### config.mk
export PLATFORM = sky130hd
export DESIGN_NAME = mem_arbiter
export DESIGN_NICKNAME = d
export VERILOG_FILES = /design/src/rtl/mem_arbiter.sv
export SDC_FILE = /design/constraint.sdc
export NUM_CORES = 1
export LEC_CHECK = 0
export CAP_MARGIN = 10
export CELL_PAD_IN_SITES_DETAIL_PLACEMENT = 2
export CELL_PAD_IN_SITES_GLOBAL_PLACEMENT = 2
export CORE_MARGIN = 8
export CORE_UTILIZATION = 35
export CTS_BUF_LIST = sky130_fd_sc_hd__clkbuf_4
export DETAILED_ROUTE_END_ITERATION = 8
export DONT_BUFFER_PORTS = 1
export PLACE_DENSITY = 0.75
export SYNTH_ARGS = -nofsm -noshare
export SYNTH_HDL_FRONTEND = slang
export SYNTH_SLANG_ARGS = --single-unit
### constraint.sdc
create_clock -name clk -period 1.3 [get_ports clk]
set_input_delay 0.39 -clock clk [delete_from_list [all_inputs] [get_ports clk]]
set_output_delay 0.39 -clock clk [all_outputs]
set_load 0.03 [all_outputs]
### src/rtl/mem_arbiter.sv
// Two-master round-robin arbiter for the single-port data memory (IDLE -> ACCESS -> RESP).
// Define MEM_ARB_LOCK_EN to let the previous owner keep the port with lock<n> for read-modify-write.
module mem_arbiter #(
   parameter int ADDR_W = 5,
   parameter int DATA_W = 16
) (
   input  logic              clk,
   input  logic              rst_n,
   input  logic              req0,
   input  logic              req1,
   input  logic              rw0,
   input  logic              rw1,
   input  logic [ADDR_W-1:0] addr0,
   input  logic [ADDR_W-1:0] addr1,
   input  logic [DATA_W-1:0] wdata0,
   input  logic [DATA_W-1:0] wdata1,
   input  logic              lock0,
   input  logic              lock1,
   output logic              ack0,
   output logic              ack1,
   output logic [DATA_W-1:0] rdata0,
   output logic [DATA_W-1:0] rdata1,
   output logic [ADDR_W-1:0] mem_address,
   output logic              mem_readwriteN,
   output logic [DATA_W-1:0] mem_data_out,
   input  logic [DATA_W-1:0] mem_data_in
);

   typedef enum logic [1:0] {
      ST_IDLE   = 2'b00,
      ST_ACCESS = 2'b01,
      ST_RESP   = 2'b10
   } state_e;

   state_e              state_q, state_d;
   logic                owner_q, owner_d;
   logic                last_q, last_d;
   logic                ack0_q, ack0_d;
   logic                ack1_q, ack1_d;
   logic [DATA_W-1:0]   rdata0_q, rdata0_d;
   logic [DATA_W-1:0]   rdata1_q, rdata1_d;
   logic [ADDR_W-1:0]   mem_address_q, mem_address_d;
   logic                mem_readwriten_q, mem_readwriten_d;
   logic [DATA_W-1:0]   mem_data_out_q, mem_data_out_d;

   logic                any_req;
   logic                winner;

   // Round-robin: on a tie the master that did not win last time goes next.
   always_comb begin
      any_req = req0 | req1;
      winner  = 1'b0;
      if (req0 && req1) begin
         winner = ~last_q;
      end else if (req1) begin
         winner = 1'b1;
      end
`ifdef MEM_ARB_LOCK_EN
      if (last_q ? (lock1 && req1) : (lock0 && req0)) begin
         winner = last_q;
      end
`endif
   end

`ifndef MEM_ARB_LOCK_EN
   logic unused_lock;
   assign unused_lock = lock0 | lock1;
`endif

   always_comb begin
      // NOTE: every signal gets a default before the case so no path leaves it unassigned (no latch).
      state_d          = state_q;
      owner_d          = owner_q;
      last_d           = last_q;
      ack0_d           = 1'b0;
      ack1_d           = 1'b0;
      rdata0_d         = rdata0_q;
      rdata1_d         = rdata1_q;
      mem_address_d    = mem_address_q;
      mem_readwriten_d = mem_readwriten_q;
      mem_data_out_d   = mem_data_out_q;

      case (state_q)
         ST_IDLE: begin
            if (any_req) begin
               state_d          = ST_ACCESS;
               owner_d          = winner;
               last_d           = winner;
               mem_address_d    = winner ? addr1  : addr0;
               mem_readwriten_d = winner ? rw1    : rw0;
               mem_data_out_d   = winner ? wdata1 : wdata0;
            end
         end
         ST_ACCESS: begin
            // The write strobe ends here, so it lasts exactly the ACCESS cycle.
            state_d          = ST_RESP;
            mem_readwriten_d = 1'b1;
            if (mem_readwriten_q) begin
               if (owner_q) rdata1_d = mem_data_in;
               else         rdata0_d = mem_data_in;
            end
            if (owner_q) ack1_d = 1'b1;
            else         ack0_d = 1'b1;
         end
         ST_RESP: begin
            state_d = ST_IDLE;
         end
         default: begin
            state_d          = ST_IDLE;
            mem_readwriten_d = 1'b1;
         end
      endcase
   end

   always_ff @(posedge clk or negedge rst_n) begin
      if (!rst_n) begin
         state_q          <= ST_IDLE;
         owner_q          <= 1'b0;
         last_q           <= 1'b1;
         ack0_q           <= 1'b0;
         ack1_q           <= 1'b0;
         rdata0_q         <= '0;
         rdata1_q         <= '0;
         mem_address_q    <= '0;
         mem_readwriten_q <= 1'b1;
         mem_data_out_q   <= '0;
      end else begin
         // NOTE: non-blocking assignments so every flop samples the pre-edge value of the others.
         state_q          <= state_d;
         owner_q          <= owner_d;
         last_q           <= last_d;
         ack0_q           <= ack0_d;
         ack1_q           <= ack1_d;
         rdata0_q         <= rdata0_d;
         rdata1_q         <= rdata1_d;
         mem_address_q    <= mem_address_d;
         mem_readwriten_q <= mem_readwriten_d;
         mem_data_out_q   <= mem_data_out_d;
      end
   end

   assign ack0           = ack0_q;
   assign ack1           = ack1_q;
   assign rdata0         = rdata0_q;
   assign rdata1         = rdata1_q;
   assign mem_address    = mem_address_q;
   assign mem_readwriteN = mem_readwriten_q;
   assign mem_data_out   = mem_data_out_q;

   a_ack_exclusive: assert property (@(posedge clk) disable iff (!rst_n)
      !(ack0_q && ack1_q));
   a_write_only_in_access: assert property (@(posedge clk) disable iff (!rst_n)
      !mem_readwriten_q |-> (state_q == ST_ACCESS));

endmodule
==> impl_metrics.toml <==
[run_status]
status = "complete, but fails checks"
violations = "hold timing, setup timing"

[clock_network]
clock_sinks = 60
cts_buffers = 9
root_buffer = "clkbuf_4"
ctsHtreeMaxLevel = 3
clk_pin_slew_ns = 0.11
cts_buffer_depth = 2
tritoncts = "built"
clk_latency_ns = 0.39

[logic_synthesis]
synthAdderAreaFrac_pct = 0
synth_compound_area_share_pct = 11.6
syn_nets = 277
synth-simple-area-share_pct = 9.40
synth_warnings = 0
synth.cell_area_sq_um = 2550
synth_top_family_by_area = "multiplexers"
synth_cells = 211
ys_types = 25
synth_seq_area_share_pct = 58.9
syn_avg_cell_area_sq_um = 12.1
ys_ff_latch = 60
synth_xor_area_share_pct = 0
synthMuxAreaShare_pct = 15.6

[global_routing]
first_global_vias = 2061
grt_max_degree = 61
globalRouteOverflowTotal = 0
antenna_found_initial = 0
grt_use_total_pct = 14.2
grt_pass1_wl_microns = 11100

[setup_path]
endpoint_kind = "flop"
critPathRequiredTime_ns = 1.56
start_kind = "flop"
r2r_slack_ns = -0.21
path_buf_inv = 1
crit_chain = "nor3b_2 > and2_4 > buf_12 > mux2_2"
path_delay_family = "simple AND/OR/NAND/NOR gates"
slowest_stage = "dfrtp_1"
arrival_ns = 1.77
path_class = "flop to flop"
cp_max_fo = 6
critPathMaxStageDelay_ns = 0.44

[flow_run]
maxCapViolCount = 0

[power_and_ir_drop]
p_sw_share_pct = 44.9
power_frac_comb_pct = 35.5
p_leak_nw = 1.31
pwr-share-seq_pct = 51.1
cellPowerDensity_nw_per_um2 = 3220
vdd_ir_drop_max_mv = 0.950
power_frac_clock_pct = 13.3
switching_power_w = 0.00487
p_int_w = 0.00596

[timing]
fmax_mhz = 664
rsz0062_at_grt = "true"
worst_hold_slack_ns = -0.318
skew_ns = 0.0157
finalCritPeriodShare_pct = 116
hold_violations = 60
worst_slew_pin_slew_ns = 0.416
max_slew_margin_pct = 72.1
setup_violations = 54
fin_crit_ns = 1.51
slew_violations = 0
setup_ws_ns = -0.205

[drt]
wl_microns = 8040
drc_errors = 0
vias = 1808
drtAntennaViolNets = 0
routed_via_density = 5.36
route.top_layer_used = "met4"
dr_wl_met2_microns = 4130
dr.pass1.iters = 3
wl_met1_microns = 2890
wl_met3_microns = 919
wire_per_inst_microns = 23.9
drt_iter0_drc = 16

[final_layout]
syn_to_final_growth_pct = 31.6
antennaDiodeCount = 0
layout.nets = 299
instances_no_fill = 337
drive_gt1_share_pct = 63.4

[placement]
gp_congestion = 0.675
place_inst = 311
dp_hpwl_microns = 4990
io_buffers = 0

[floorplan]
coreArea_sq_um = 7180
rows = 31
dieHeight_microns = 101
die_area_sq_um = 10300
die_x_microns = 101
initial_core_util_pct = 35.6
num_io_pins = 122

[hold_path]
min_path_type = "primary input to asynchronous set/reset pin"
## power by group through the flow
| stage | registers [W] | logic (W) | clock network, W |
|---|---|---|---|
| 2_1_floorplan | 0.00514 | 0.00196 | 0 |
| 3_3_place_gp | 0.00536 | 0.00249 | 0 |
| 3_5_place_dp | 0.00541 | 0.00263 | 0 |
| 4_1_cts | 0.00557 | 0.00289 | 0.00151 |
| 5_1_grt | 0.00568 | 0.00410 | 0.00159 |
| 6_report | 0.00554 | 0.00385 | 0.00145 |
## state kept, by name (all words and copies together), names as in the netlist
name            cells
mem_data_out       16
rdata0             16
rdata1             16
mem_address         5
state_q             2
ack0                1
ack1                1
last_q              1
mem_readwriteN      1
owner_q             1
## logic make-up after synthesis
family | Yosys count
mux | 32
buf+inv | 17
flops | 60
simple gates | 53
compound gates | 49
## repair_timing
action / in CTS / in global routing
pin swaps: 2 / 4
gates cloned: 2 / 3
setup buffers: 3 / 2
setup endpoints to repair: 106 / 102
resized for setup: 63 / 31
hold endpoints to repair: 60 / 60
## placed cells by master, fill, tap and decap left out, types with 2 or more instances in the layout
master     instances
mux2_4            10
dfrtp_1            3
dfstp_2            2
clkbuf_4          10
and2_4             2
dfrtp_2           55
clkinv_1           3
a31oi_4           13
mux2_2            22
buf_4              9
clkbuf_16          3
a21oi_1           22
a31oi_1           10
bufinv_16          2
buf_12             7
nand2_1           45
inv_1              2
buf_6              6
## Yosys cell counts
master / n / share of area, %
dfrtp_1: 58 / 57
nand2_1: 45 / 6.6
a21oi_1: 22 / 4.3
mux2_2: 22 / 9.7
a31oi_1: 21 / 5.1
mux2_4: 10 / 5.9
buf_2: 5 / 0.98
clkbuf_1: 5 / 0.73
buf_6: 4 / 1.8
a31oi_2: 2 / 0.98
dfstp_2: 2 / 2.1
inv_1: 2 / 0.29
a211oi_1: 1 / 0.29
a21bo_2: 1 / 0.39
a21boi_1: 1 / 0.29
and2_0: 1 / 0.25
and2_2: 1 / 0.29
and2_4: 1 / 0.34
buf_12: 1 / 0.78
nand3_4: 1 / 0.69
nor2_1: 1 / 0.15
nor2b_2: 1 / 0.34
nor3b_2: 1 / 0.49
o21ai_0: 1 / 0.20
or2_0: 1 / 0.25
## layer usage
metal  vias to the layer above  GRT usage, %
met5                         -             0
met3                         9          7.49
met4                         0          6.30
met2                        90          23.7
met1                       926          14.6
li1                        783             -
## final cells by class
| type | count | area (sq um) |
|---|---|---|
| fill | 710 | 3810 |
| sequential | 60 | 1570 |
| multi-input combinational | 134 | 1140 |
| timing repair buffer | 26 | 365 |
| tap | 99 | 124 |
| clock inverter | 6 | 78.8 |
| clock buffer | 10 | 75.1 |
| inverter | 2 | 7.51 |
## path summary, 6_finish.rpt
check / end / depth (start not counted) / from
worst max-delay path: rdata0[4] / 4 / state_q[1]
worst min-delay path: rdata1[8] / 0 / rst_n
worst max register to register: rdata0[4] / 4 / state_q[1]
worst min register to register: last_q / 2 / last_q
max in group asynchronous: last_q / 0 / rst_n
min in group clk: last_q / 1 / req0
## stage by stage
stage	setup TNS, ns	instance area [sq um]	total power, W	util (%)	setup slack (ns)
finish	-5.09	3360	0.0108	46.9	-0.205
global route	-9.37	3360	0.0114	46.9	-0.279
CTS	-2.31	3040	0.00996	42.3	-0.192
detailed placement	-3.55	2750	0.00803	38.3	-0.133
global placement	-1.10	2750	0.00785	38.3	-0.0706
floorplan	-2.54	2560	0.00710	-	-0.182
Power figures use the tool's default switching activity.
